--- config.mk ---
export PLATFORM = sky130hd
export DESIGN_NAME = uart_tx_fifo_param
export DESIGN_NICKNAME = d
export VERILOG_FILES = /design/src/rtl/uart_tx_fifo_param.sv
export SDC_FILE = /design/constraint.sdc
export NUM_CORES = 1
export LEC_CHECK = 0
export ABC_AREA = 1
export CAP_MARGIN = 30
export CELL_PAD_IN_SITES_DETAIL_PLACEMENT = 1
export CELL_PAD_IN_SITES_GLOBAL_PLACEMENT = 1
export CORE_AREA = 2 2 114 116
export CTS_CLUSTER_DIAMETER = 100
export DETAILED_ROUTE_END_ITERATION = 8
export DIE_AREA = 0 0 116 118
export PLACE_DENSITY = 0.49
export SLEW_MARGIN = 20
export SYNTH_ARGS = -nofsm -noshare
export SYNTH_HDL_FRONTEND = slang
export SYNTH_SLANG_ARGS = --single-unit
--- constraint.sdc ---
create_clock -name Clk -period 6.4 [get_ports Clk]
set_input_delay 1.28 -clock Clk [delete_from_list [all_inputs] [get_ports Clk]]
set_output_delay 1.28 -clock Clk [all_outputs]
set_load 0.03 [all_outputs]
--- src/rtl/uart_tx_fifo_param.sv ---
// Buffered RS-232 transmitter: FIFO, runtime data length, 1/2 stop bits, baud-tick timed.
// Optional parity generator and PARITY state are built when UART_TX_PARITY_EN is defined.
module uart_tx_fifo_param #(
  parameter int unsigned DATA_W     = 8,
  parameter int unsigned FIFO_DEPTH = 4,
  parameter int unsigned OVERSAMPLE = 16
) (
  input  logic                          Clk,
  input  logic                          Rst,
  input  logic                          TxEn,
  input  logic [DATA_W-1:0]             TxData,
  output logic                          TxReady,
  input  logic                          Tick,
  input  logic [3:0]                    NBits,
  input  logic                          StopBits,
  input  logic [1:0]                    ParityMode,
  output logic                          Tx,
  output logic                          TxBusy,
  output logic                          TxDone,
  output logic [$clog2(FIFO_DEPTH):0]   FifoCount
);

  localparam int unsigned PTR_W  = $clog2(FIFO_DEPTH);
  localparam int unsigned CNT_W  = PTR_W + 1;
  localparam int unsigned TICK_W = (OVERSAMPLE > 1) ? $clog2(OVERSAMPLE) : 1;
  localparam int unsigned BIT_W  = (DATA_W > 1) ? $clog2(DATA_W) : 1;

  localparam logic [2:0] S_IDLE   = 3'd0;
  localparam logic [2:0] S_START  = 3'd1;
  localparam logic [2:0] S_DATA   = 3'd2;
  localparam logic [2:0] S_STOP   = 3'd3;
`ifdef UART_TX_PARITY_EN
  localparam logic [2:0] S_PARITY = 3'd4;
`endif

  // Transmit FIFO
  logic [DATA_W-1:0] mem [FIFO_DEPTH];
  logic [PTR_W-1:0]  wr_ptr, rd_ptr;
  logic [CNT_W-1:0]  fifo_cnt, fifo_cnt_n;
  logic              fifo_full, push, pop, ready_q;
  logic [DATA_W-1:0] head;

  assign fifo_full  = (fifo_cnt == CNT_W'(FIFO_DEPTH));
  assign push       = TxEn & ~fifo_full;
  assign fifo_cnt_n = fifo_cnt + CNT_W'(push) - CNT_W'(pop);
  assign head       = mem[rd_ptr];

  always_ff @(posedge Clk) begin
    if (push) mem[wr_ptr] <= TxData;
  end

  always_ff @(posedge Clk) begin
    if (Rst) begin
      wr_ptr   <= '0;
      rd_ptr   <= '0;
      fifo_cnt <= '0;
      ready_q  <= 1'b1;
    end else begin
      if (push) wr_ptr <= wr_ptr + PTR_W'(1);
      if (pop)  rd_ptr <= rd_ptr + PTR_W'(1);
      fifo_cnt <= fifo_cnt_n;
      ready_q  <= (fifo_cnt_n != CNT_W'(FIFO_DEPTH));
    end
  end

  // Frame sequencer state
  logic [2:0]        state_q, state_n;
  logic [TICK_W-1:0] tick_q, tick_n;
  logic [BIT_W-1:0]  bit_q, bit_n, last_q, last_n, last_cfg;
  logic [DATA_W-1:0] shift_q, shift_n;
  logic              stop2_q, stop2_n;
  logic              tx_q, tx_n, busy_q, busy_n, done_q, done_n;
  logic              tick_end, load;
`ifdef UART_TX_PARITY_EN
  logic [1:0]        mode_q, mode_n;
  logic              par_q, par_n, par_on;
  assign par_on = (mode_q == 2'b01) || (mode_q == 2'b10);
`else
  logic              unused_parity_mode;
  assign unused_parity_mode = ^ParityMode;
`endif

  assign tick_end = Tick && (tick_q == TICK_W'(OVERSAMPLE - 1));

  // Out-of-range lengths fall back to the full data width
  always_comb begin
    if ((NBits == 4'd0) || (32'(NBits) > DATA_W)) last_cfg = BIT_W'(DATA_W - 1);
    else                                          last_cfg = BIT_W'(NBits - 4'd1);
  end

  always_comb begin
    state_n = state_q;
    tick_n  = tick_q;
    bit_n   = bit_q;
    last_n  = last_q;
    shift_n = shift_q;
    stop2_n = stop2_q;
    tx_n    = tx_q;
    busy_n  = busy_q;
    done_n  = 1'b0;
    load    = 1'b0;
    pop     = 1'b0;
`ifdef UART_TX_PARITY_EN
    mode_n  = mode_q;
    par_n   = par_q;
`endif

    if ((state_q != S_IDLE) && Tick) tick_n = tick_end ? '0 : tick_q + TICK_W'(1);

    case (state_q)
      S_IDLE: load = (fifo_cnt != '0);
      S_START: begin
        if (tick_end) begin
          state_n = S_DATA;
          bit_n   = '0;
          tx_n    = shift_q[0];
        end
      end
      S_DATA: begin
        if (tick_end) begin
`ifdef UART_TX_PARITY_EN
          par_n = par_q ^ shift_q[0];
`endif
          if (bit_q == last_q) begin
            bit_n = '0;
`ifdef UART_TX_PARITY_EN
            if (par_on) begin
              state_n = S_PARITY;
              tx_n    = (mode_q == 2'b01) ? ~par_n : par_n;
            end else
`endif
            begin
              state_n = S_STOP;
              tx_n    = 1'b1;
            end
          end else begin
            bit_n   = bit_q + BIT_W'(1);
            shift_n = shift_q >> 1;
            tx_n    = shift_n[0];
          end
        end
      end
`ifdef UART_TX_PARITY_EN
      S_PARITY: begin
        if (tick_end) begin
          state_n = S_STOP;
          bit_n   = '0;
          tx_n    = 1'b1;
        end
      end
`endif
      S_STOP: begin
        if (tick_end) begin
          if (stop2_q && (bit_q == '0)) begin
            bit_n = BIT_W'(1);
          end else begin
            done_n = 1'b1;
            if (fifo_cnt != '0) begin
              load = 1'b1;
            end else begin
              state_n = S_IDLE;
              tx_n    = 1'b1;
              busy_n  = 1'b0;
            end
          end
        end
      end
      default: begin
        state_n = S_IDLE;
        tx_n    = 1'b1;
        busy_n  = 1'b0;
      end
    endcase

    // Pop the next word and snapshot its frame configuration
    if (load) begin
      pop     = 1'b1;
      state_n = S_START;
      tick_n  = '0;
      bit_n   = '0;
      shift_n = head;
      last_n  = last_cfg;
      stop2_n = StopBits;
      tx_n    = 1'b0;
      busy_n  = 1'b1;
`ifdef UART_TX_PARITY_EN
      mode_n  = ParityMode;
      par_n   = 1'b0;
`endif
    end
  end

  always_ff @(posedge Clk) begin
    if (Rst) begin
      state_q <= S_IDLE;
      tick_q  <= '0;
      bit_q   <= '0;
      last_q  <= '0;
      shift_q <= '0;
      stop2_q <= 1'b0;
      tx_q    <= 1'b1;
      busy_q  <= 1'b0;
      done_q  <= 1'b0;
`ifdef UART_TX_PARITY_EN
      mode_q  <= 2'b00;
      par_q   <= 1'b0;
`endif
    end else begin
      state_q <= state_n;
      tick_q  <= tick_n;
      bit_q   <= bit_n;
      last_q  <= last_n;
      shift_q <= shift_n;
      stop2_q <= stop2_n;
      tx_q    <= tx_n;
      busy_q  <= busy_n;
      done_q  <= done_n;
`ifdef UART_TX_PARITY_EN
      mode_q  <= mode_n;
      par_q   <= par_n;
`endif
    end
  end

  assign Tx        = tx_q;
  assign TxBusy    = busy_q;
  assign TxDone    = done_q;
  assign TxReady   = ready_q;
  assign FifoCount = fifo_cnt;

endmodule
# Word level (Yosys, flattened, before mapping)
# Memory sizes are Yosys's and may differ from the RTL's. A register that Yosys moved wholly into a read port is not among the register bits.
# Cells that the tools add are included.
dict set report word_totals {
  input_bits 19
  out_inout_bits 7
  latchBits 0
  ff_bits 33
  memories 1
  romBits 0
  ramBits 32
}
dict set report op_classes {
  bitwise_logic 5
  order_cmp 1
  mul 0
  addsub 7
  shift 0
  n_div 0
  n_eq_ne 23
  reduce_logical 21
  mux 43
}
# name depth word_bits read_ports rd_clocked_by_memory_dff write_ports line
set mem_list {}
lappend mem_list {mem 4 8 1 1 1 37} ;# logic [DATA_W-1:0] mem [FIFO_DEPTH];
# operator count
set ops {}
lappend ops {{3-bit 2-to-1 mux} 12}
lappend ops {{8-bit 2-to-1 mux} 4}
lappend ops {{3-bit != test (second input constant)} 7}
lappend ops {{1-bit 2-to-1 mux} 19}
lappend ops {{2-bit != test (second input constant)} 9}
lappend ops {{7-bit AND reduction} 2}
lappend ops {{3-bit one-hot mux with 4 select lines} 1}
lappend ops {{3-bit one-hot mux with 3 select lines} 1}
lappend ops {{3-bit nonzero test} 3}
lappend ops {{3-bit by 2-bit equality test with 1-bit output (second input constant)} 2}
lappend ops {{3-bit zero test} 2}
lappend ops {{6-bit AND reduction} 1}
lappend ops {{3-bit OR reduction} 2}
lappend ops {{5-bit AND reduction} 1}
lappend ops {{2-bit by 1-bit adder with 2-bit output (second input constant)} 2}
lappend ops {{4-bit by 1-bit adder with 4-bit output (second input constant)} 1}
lappend ops {{4-bit equality test (second input constant)} 1}
lappend ops {{4-bit greater-than comparator (second input constant)} 1}
lappend ops {{4-bit zero test} 1}
lappend ops {{2-bit 2-to-1 mux} 2}
lappend ops {{4-bit 2-to-1 mux} 1}
lappend ops {{1-bit NOT} 4}
lappend ops {{1-bit one-hot mux with 2 select lines} 2}
lappend ops {{1-bit one-hot mux with 4 select lines} 1}
lappend ops {{other kinds (15)} 18}

# Logic depth before layout (Yosys ltp)
# Gate-level depths: netlist of run 1.
dict set report depth {
  depth_word 8
  depth_mapped 16
  depth_no_buf 15
}

# Least setup slack after synthesis of run 1
# No wires, ideal clock.
dict set report synth_timing {
  path_type {in2reg}
  start {input port Tick}
  end {register ready_q, in the netlist TxReady}
  path_buffers 1
  setup_time_ns 0.125
  path_stages 12
  path_slack_ns 3.009
  arrival_ns 3.266
  cell_sequence {nand4_4 -> o21ai_4 -> nand2_4 -> buf_6 -> nand3_1 -> nand2_1 -> ha_1 -> fa_1 -> xor2_1 -> or2_2 -> a21oi_1 -> nand3_1}
}
dict set report synth_between {
  elab_chain_len 6
}
# element line
set synth_rtl {}
lappend synth_rtl {{from (decl)} 13} ;# input logic Tick,
lappend synth_rtl {{1-bit logical AND} 83} ;# assign tick_end = Tick && (tick_q == TICK_W'(OVERSAMPLE - 1));
lappend synth_rtl {{1-bit 2-to-1 mux} 153} ;# if (tick_end) begin
lappend synth_rtl {{1-bit one-hot mux with 2 select lines} 110} ;# case (state_q)
lappend synth_rtl {{1-bit 2-to-1 mux} 176} ;# if (load) begin
lappend synth_rtl {{3-bit by 1-bit subtractor with 3-bit output} 45} ;# assign fifo_cnt_n = fifo_cnt + CNT_W'(push) - CNT_W'(pop);
lappend synth_rtl {{3-bit != test} 62} ;# ready_q <= (fifo_cnt_n != CNT_W'(FIFO_DEPTH));
lappend synth_rtl {{to (signal assigned)} 62}
lappend synth_rtl {{to (decl)} 40} ;# logic fifo_full, push, pop, ready_q;
# Every way passes these cells.
# A chain may end at the register's enable or synchronous reset.

# Worst setup path after layout of run 1
# Same ends and word-level chain as after synthesis.

==> key figures, run 1 <==
GRT
  – Global route overflow: 0
  – Largest net degree at the start of global routing: 20
  – Vias in the first global route: 2450
  – GRT Overall Usage: 11.8%
  – Initial antenna violation count: 0
  – First-pass GRT wire length: 12.2 mm

Finish
  – Most frequent cells in the layout: 54 x nor2_1, 42 x nand2_1, 38 x inv_1, 35 x o21ai_0, 34 x dfxtp_1
  – Syn-to-layout area delta: 22.9%
  – Design Area, Final: roughly 3800 sq um
  – Ant. Diodes: 0
  – Nets: 394
  – Most common cell after layout, fill and taps aside: nor2_1
  – Share of cells above drive strength 1: 8.24%

Clocking
  – Sink Count: between 60 and 70
  – CTS resizes: 0
  – CTS tree: yes
  – Post-CTS Setup Bufs: 0
  – Hold_buf cts: 0
  – Later-pin clock latency in the skew report: roughly 330 ps
  – Max Root-Sink Buffers: 2
  – Root buf cell: clkbuf_16
  – H-tree depth: 3
  – Clk slew on worst S/H paths: 60 ps
  – Total CTS buffers: 9

Timing
  – Max Freq: 254 MHz
  – Slew Limit Headroom: between 40 and 50%
  – Period utilization: 61.5%
  – Slew @ Worst Pin: around 860 ps
  – RSZ-0062 raised after global routing: false
  – Final min period: ~3900 ps
  – Fin Setup TNS: 0 ps
  – Slew Viols, Final: 0
  – Setup violators final: 0
  – Worst Skew: around 3.1 ps
  – Final Hold Vio Count: 0

Setup path
  – Crit-path slowest cell: clkdlybuf4s50_1
  – CP bufs+invs: 2
  – Reg2reg start: state_q[0]
  – Crit path kind: primary input to register
  – Setup crit start kind: primary input
  – Critical Path Max Stage Delay: 540 ps
  – Worst Setup SP: Tick
  – Crit path required time: about 6600 ps
  – CP delay by family, top: simple AND/OR/NAND/NOR gates
  – Worst Path Max Fanout: 19
  – Worst setup EP type: register
  – CP Cell Sequence: clkdlybuf4s50_1, nand4_4, o21ai_4, nand2_4, inv_2, nand2_1, fa_1, xor2_1, or2_2, a21oi_1, nand3_1
  – CP arrival: between 4000 and 5000 ps

Power
  – Peak VDD IR: 0.193 mV
  – PwrDens: 449 nW/um^2
  – Leakage power: 0.00147 uW

Detailed routing
  – Residual DRC: 0
  – DRT iter0 DRCs: slightly below 70
  – Detailed Routing Iterations Pass 1: 4
  – Drt wl/cell: ~13 microns
  – Via count: approximately 2300
  – Antenna viol nets, final: 0
  – WL final: just over 7 mm
  – Via/cell ratio: 4.21

Placed design
  – Gp weighted congestion: 0.715
  – HPWL after DPL: 4.87 mm
  – Port bufs: 23
  – Placement Cell Area: 3460 sq um

Synthesis
  – Synth Register Bits: 66
  – Seq/Total Area, Yosys: a little over half
  – Synth Area in Simple Gates: 19.2%
  – Post-Syn Area: 3070 sq um
  – Adder-Cell Fraction of Synth Area: 6.76%
  – Asr flop ratio synth: 0%
  – Syn Area/Cell: 9.20 sq um
  – Synth warn: 0
  – Mux cell area share after synthesis: 0%
  – Post-synth EDFFs: 32
  – Main combinational cell family by area after synthesis: simple AND/OR/NAND/NOR gates
  – Synth Area in XOR/XNOR: under 10%
  – Post-synth top flop: dfxtp_1
  – Post-Syn Instances: 334
  – Netlist cell types: 33
  – Syn Nets: 369
  – Compound-gate portion of the synthesized area: 11.5%

Floorplan
  – Row cnt: 41
  – Die Y: 118 microns
  – Initial Utilization: roughly a quarter
  – Io pins: 26
  – Die W: 116 microns
  – Die Area: 13700 sq um
  – Core Region: 12400 sq um

Hold path
  – HP Class: register to register
  – Critical hold path startpoint: TxBusy

Job
  – Max_cap viols: 0

Outcome
  – Status: complete, no violations
==> cells by family after synthesis <==
family          after synthesis
flops                        66
compound gates               64
fa+ha+maj                    16
simple gates                131
buf+inv                      49
xor+xnor                      8
==> registers in the layout, indices dropped and copies added (netlist names), named ones only <==
register / flops
rd_ptr: 2
FifoCount: 3
Tx: 1
tick_q: 4
mem: 32
TxDone: 1
wr_ptr: 2
stop2_q: 1
last_q: 3
TxBusy: 1
bit_q: 3
state_q: 2
shift_q: 8
TxReady: 1
==> where the power goes <==
group          total [uW]  internal, uW  switching [uW]
logic                 569           194             375
clock network         527           340             187
registers             600           534            66.0
==> cell usage after synthesis, drive strengths merged, types with 3 or more instances <==
| cell type | count | share of area (%) |
|---|---|---|
| nor2 | 54 | 6.6 |
| nand2 | 46 | 6.3 |
| inv | 40 | 4.9 |
| o21ai | 37 | 6.4 |
| dfxtp | 34 | 22 |
| edfxtp | 32 | 31 |
| nand3 | 19 | 3.3 |
| a21oi | 18 | 3.2 |
| ha | 15 | 6.1 |
| buf | 6 | 1.6 |
| o22ai | 5 | 1.0 |
| xor2 | 5 | 1.4 |
| nand4 | 4 | 1.3 |
| clkbuf | 3 | 0.37 |
| nor3 | 3 | 0.49 |
| or2 | 3 | 0.61 |
| xnor2 | 3 | 0.86 |
==> cell type report <==
class / instances / area (sq um)
Fill cell: 1446 / 8640
Tap cell: 172 / 215
Inverter: 40 / 150
Sequential cell: 66 / 1640
Timing Repair Buffer: 23 / 230
Multi-Input combinational cell: 219 / 1220
Clock buffer: 9 / 225
Clock inverter: 7 / 92.6
==> worst paths after layout <==
path	to	slack [ps]	cells past startpoint
setup / recovery	TxReady	2460	11
hold / removal	TxBusy	490	2
setup reg to reg	TxReady	3170	11
hold reg to reg	TxBusy	490	2
==> tightest hold or removal path, cell delays in order (launching register included) <==
cell and delay (ps):
dfxtp_1 310, o21ai_0 70, a21oi_1 60
==> per-layer routing <==
layer	track usage (%)	part of all wire, %	vias up
met1	14.5	47	1063
li1	-	-	1161
met5	0	0	-
met3	4.69	4.1	8
met4	3.79	1.0	0
met2	18.9	48	25
==> stage by stage <==
step,setup WS (ps),total power (uW),hold slack (ps),utilization (%),std cells
global placement,2140,1180,477,27.9,520
global route,2190,1840,518,30.4,536
detailed placement,2040,1190,488,27.9,520
CTS,2410,1730,496,30.4,536
floorplan,3010,1040,456,-,334
finish,2460,1700,490,30.4,536
Power figures use the tool's default switching activity.
==> inputs of run 2 (changes only) <==
--- a/config.mk
+++ b/config.mk
@@ -13,7 +13,7 @@
 export CTS_CLUSTER_DIAMETER = 100
 export DETAILED_ROUTE_END_ITERATION = 8
 export DIE_AREA = 0 0 116 118
-export PLACE_DENSITY = 0.49
+export PLACE_DENSITY = 0.51
 export SLEW_MARGIN = 20
 export SYNTH_ARGS = -nofsm -noshare
 export SYNTH_HDL_FRONTEND = slang
==> constraint.sdc (replaced) <==
create_clock -name Clk -period 3.4 [get_ports Clk]
set_input_delay 0.68 -clock Clk [delete_from_list [all_inputs] [get_ports Clk]]
set_output_delay 0.68 -clock Clk [all_outputs]
set_load 0.03 [all_outputs]
==> key figures, run 2 (same netlist as run 1, synthesis figures left out) <==
Timing
  – Slew @ Worst Pin: 604 ps
  – Setup violators final: 0
  – Hold Slack: just under 500 ps
  – Fin Setup TNS: 0 ps
  – Slew Limit Headroom: roughly three fifths
  – Final min period: between 2000 and 3000 ps
  – RSZ-0062 raised after global routing: false
  – Setup slack after layout: about 580 ps
  – Max Freq: 355 MHz
  – Worst Skew: 4.15 ps
  – Period utilization: 82.9%
  – Final Hold Vio Count: 0
  – Slew Viols, Final: 0

Detailed routing
  – Drt wl/cell: 12.9 microns
  – DRT iter0 DRCs: 86
  – Antenna viol nets, final: 0
  – WL final: 7.03 mm
  – Residual DRC: 0
  – Via count: 2307
  – Via/cell ratio: 4.23
  – Detailed Routing Iterations Pass 1: 4

Floorplan
  – Row cnt: 41
  – Die W: between 100 and 150 microns
  – Initial Utilization: 24.8%
  – Core Region: 12400 sq um
  – Die Area: between 10000 and 15000 sq um
  – Io pins: 26
  – Die Y: about 120 microns

Setup path
  – Crit path required time: 3620 ps
  – Crit path kind: primary input to register
  – Worst path most repeated cell: nand3_1
  – Crit-path slowest cell: clkdlybuf4s50_1
  – Worst Path Max Fanout: 7
  – Critical Path Max Stage Delay: 530 ps
  – Setup crit start kind: primary input
  – CP bufs+invs: 1
  – CP arrival: 3040 ps
  – CP delay by family, top: simple AND/OR/NAND/NOR gates
  – Worst setup EP type: register
  – CP Cell Sequence: clkdlybuf4s50_1, nand4_4, o21ai_4, nand2_4, nand3_1, nand2_1, ha_1, fa_1, xor2_1, or2_2, a21oi_1, nand3_1

Clocking
  – H-tree depth: 3
  – Post-CTS Setup Bufs: 0
  – CTS tree: yes
  – Hold_buf cts: 0
  – Max Root-Sink Buffers: 2
  – Total CTS buffers: 9
  – Sink Count: 66
  – Later-pin clock latency in the skew report: between 300 and 400 ps
  – Clk slew on worst S/H paths: around 50 ps
  – Root buf cell: clkbuf_16
  – CTS resizes: 0

Placed design
  – HPWL after DPL: 4.84 mm
  – Gp weighted congestion: about 0.71
  – Port bufs: 23
  – Place WS: 215 ps

Finish
  – Syn-to-layout area delta: 26.1%
  – Ant. Diodes: 0
  – Nets: 404
  – Largest regs: mem x32, shift_q x8, tick_q x4
  – Most frequent cells in the layout: 54 x nor2_1, 42 x nand2_1, 38 x inv_1, 35 x o21ai_0, 34 x dfxtp_1
  – Share of cells above drive strength 1: a little over a tenth
  – Biggest register: mem
  – Most common cell after layout, fill and taps aside: nor2_1
  – Filler cells: 1447
  – Max FFs per register: 32
  – Layout Utilization: 31.2%

Power
  – Leakage power: around 0.0015 uW
  – Total power: 3320 uW
  – PwrDens: 856 nW/um^2
  – Peak VDD IR: 0.421 mV

Job
  – Max_cap viols: 0

GRT
  – Vias in the first global route: 2383
  – Largest net degree at the start of global routing: 18
  – Initial antenna violation count: 0
  – GRT Overall Usage: 11.3%
  – First-pass GRT wire length: 11.8 mm
  – Global route overflow: 0

Outcome
  – Status: complete, no violations

Hold path
  – HP Class: register to register
run 2: changes by cell type in the layout (fill, tap and decap cells not counted), sizes merged:
cell / before / now
buf: 0 / 10
bufinv: 2 / 3
inv: 41 / 40
run 2: routing by layer:
metal  up-vias  wire, microns  GRT usage, %
met2        22           3260          17.6
met1      1100           3360          14.0
li1       1176              -             -
met5         -              0             0
met3         9            291          4.58
met4         0            118          4.24
run 2: power by group:
group / internal [uW] / total, uW / switching [uW] / leakage [uW]
clock: 714 / 1070 / 356 / 0.000159
combinational: 412 / 1120 / 708 / 0.000800
sequential: 1000 / 1130 / 123 / 0.000572
run 2: path summary, 6_finish.rpt:
check / cells past startpoint / startpoint / endpoint / slack (ps)
setup reg to reg: 14 / bit_q[0] / TxReady / 710
hold reg to reg: 2 / TxBusy / TxBusy / 490
hold / removal: 2 / TxBusy / TxBusy / 490
setup / recovery: 12 / Tick / TxReady / 580
run 2: layout make-up:
type | instances | area, sq um | share of cell area (%)
flip-flops and latches | 66 | 1640 | 42.3
clock inverters | 7 | 118 | 3.03
clock buffers | 9 | 225 | 5.81
well taps | 172 | 215 | 5.55
inverters | 40 | 150 | 3.87
multi-input cells | 219 | 1220 | 31.5
repair buffers | 33 | 305 | 7.88
run 2: stage by stage:
step                std cells  area (sq um)
detailed placement        530          3530
global route              546          3880
global placement          530          3530
CTS                       546          3880
finish                    546          3880
floorplan                 334          3070
run 2: worst register-to-register path: stages, from the launching register on:
cell and delay [ps]:
dfxtp_1 400, inv_1 90, ha_1 230, nand3_2 110
nand2_2 90, o21ai_4 180, nand2_4 90, nand3_1 80
nand2_1 50, ha_1 190, fa_1 380, xor2_1 180
or2_2 270, a21oi_1 160, nand3_1 80
==> inputs of run 3 (changes only) <==
--- a/config.mk
+++ b/config.mk
@@ -13,7 +13,7 @@
 export CTS_CLUSTER_DIAMETER = 100
 export DETAILED_ROUTE_END_ITERATION = 8
 export DIE_AREA = 0 0 116 118
-export PLACE_DENSITY = 0.51
+export PLACE_DENSITY = 0.49
 export SLEW_MARGIN = 20
 export SYNTH_ARGS = -nofsm -noshare
 export SYNTH_HDL_FRONTEND = slang
==> constraint.sdc (replaced) <==
create_clock -name Clk -period 2.9 [get_ports Clk]
set_input_delay 0.58 -clock Clk [delete_from_list [all_inputs] [get_ports Clk]]
set_output_delay 0.58 -clock Clk [all_outputs]
set_load 0.03 [all_outputs]
==> key figures, run 3 (same netlist as run 1, synthesis figures left out) <==
Outcome
  – Status: complete, no violations

Setup path
  – CP arrival: roughly 2900 ps
  – Worst path most repeated cell: nand3_1
  – Setup crit start kind: primary input
  – Reg2reg end: TxReady
  – Crit-path slowest cell: clkdlybuf4s50_1
  – Reg2reg start: state_q[0]
  – Crit path required time: 3120 ps
  – Worst Reg-to-Reg Cells: 12
  – Crit path kind: primary input to register
  – Critical Path Max Stage Delay: 530 ps
  – Reg2Reg Setup Slack: 230 ps
  – CP Cell Sequence: clkdlybuf4s50_1, nand4_4, o21ai_4, nand2_4, nand3_1, nand2_1, ha_1, fa_1, xor2_1, or2_2, a21oi_1, nand3_1
  – Worst Path Max Fanout: 3
  – Worst setup EP type: register

Power
  – PwrDens: 968 nW/um^2
  – Leakage power: 0.00152 uW
  – Peak VDD IR: approximately 0.29 mV

Clocking
  – CTS resizes: 0
  – Clk slew on worst S/H paths: 50 ps
  – Total CTS buffers: 9
  – H-tree depth: 3
  – Later-pin clock latency in the skew report: around 340 ps
  – Post-CTS Setup Bufs: 0
  – Sink Count: 66
  – Hold_buf cts: 0
  – Max Root-Sink Buffers: 2
  – CTS tree: yes
  – Root buf cell: clkbuf_16

GRT
  – Global route overflow: 0
  – Initial antenna violation count: 0
  – Vias in the first global route: 2464
  – GRT Overall Usage: 11.6%
  – Largest net degree at the start of global routing: 18
  – First-pass GRT wire length: 12.1 mm

Timing
  – Setup slack after layout: 187 ps
  – Slew Viols, Final: 0
  – Slew Limit Headroom: 67.0%
  – Worst Skew: around 6.1 ps
  – Final Hold Vio Count: 0
  – Fin Setup TNS: 0 ps
  – Setup violators final: 0
  – Final min period: 2710 ps
  – RSZ-0062 raised after global routing: false
  – Period utilization: between 90 and 100%
  – Max Freq: 369 MHz
  – Slew @ Worst Pin: 495 ps

Finish
  – Syn-to-layout area delta: 25.5%
  – Max FFs per register: 32
  – Ant. Diodes: 0
  – Most common cell after layout, fill and taps aside: nor2_1
  – Largest regs: mem x32, shift_q x8, tick_q x4
  – Share of cells above drive strength 1: 11.7%
  – Most frequent cells in the layout: 54 x nor2_1, 42 x nand2_1, 38 x inv_1, 35 x o21ai_0, 34 x dfxtp_1
  – Filler cells: roughly 1500
  – Biggest register: mem
  – Nets: 408

Floorplan
  – Core Region: roughly 12000 sq um
  – Die W: between 100 and 150 microns
  – Initial Utilization: between 20% and 30%
  – Die Y: 118 microns
  – Die Area: 13700 sq um
  – Row cnt: 41
  – Io pins: 26

Hold path
  – Critical hold path startpoint: TxBusy
  – Worst hold stages: 2
  – HP Class: register to register
  – Hold Path End: TxBusy

Detailed routing
  – WL final: 7.08 mm
  – Residual DRC: 0
  – Antenna viol nets, final: 0
  – Drt wl/cell: around 13 microns
  – Detailed Routing Iterations Pass 1: 4
  – Via count: 2311
  – DRT iter0 DRCs: 83
  – Via/cell ratio: about 4.2

Placed design
  – Gp weighted congestion: about 0.72
  – HPWL after DPL: 5.02 mm
  – Port bufs: 23
  – Place WS: -175 ps

Job
  – Max_cap viols: 0
[run 3: cell types whose count changed in the layout (fill, tap and decap cells not counted)]
cell	change
clkinvlp_4	+2
clkinv_1	-1
buf_4	+4
bufinv_16	-2
[run 3: stage by stage]
step           util [%]  hold WS, ps  instance area [sq um]  total power, uW  instances
6_report           31.1          485                   3860             3730        549
3_3_place_gp       28.7          472                   3560             2690        534
2_1_floorplan         -          456                   3070             2280        334
3_5_place_dp       28.7          483                   3560             2720        534
4_1_cts            31.1          493                   3860             3830        549
5_1_grt            31.1          510                   3860             4050        549
[run 3: final cells by class]
type / count / area [sq um] / share of cell area, %
Sequential cell: 66 / 1640 / 42.6
Clock buffer: 9 / 225 / 5.84
Clock inverter: 6 / 68.8 / 1.78
Inverter: 40 / 150 / 3.89
Multi-Input combinational cell: 219 / 1220 / 31.7
Tap cell: 172 / 215 / 5.58
Timing Repair Buffer: 37 / 335 / 8.69
[run 3: power breakdown]
part,switching [uW],internal (uW),total (uW),leakage [uW]
combinational,870,495,1370,0.000820
sequential,115,1180,1290,0.000572
clock,415,661,1080,0.000130
total,1400,2330,3730,0.00152
[run 3: worst max path at each step]
stage,slack (ps),depth (start not counted),endpoint,start
after floorplan,110,13,TxReady,state_q[0]
after global placement,-90,12,TxReady,Tick
after detailed placement,-170,12,TxReady,Tick
after CTS,180,12,TxReady,Tick
after global routing,50,12,TxReady,state_q[0]
final,190,12,TxReady,Tick
[run 3: routing by layer]
layer | vias up | track usage (%) | wire length (microns)
met3 | 11 | 3.09 | 239
met1 | 1090 | 14.7 | 3360
met4 | 0 | 6.25 | 167
met2 | 24 | 17.8 | 3320
met5 | - | 0 | 0
li1 | 1186 | - | -
[run 3: critical path, delay by kind of cell]
kind,cells,cell delay (ps)
buffers and inverters,1,530
adder cells (fa/ha/maj),2,570
XOR/XNOR,1,180
AND/OR/NAND/NOR,6,700
AO/OA/AOI/OAI,2,370
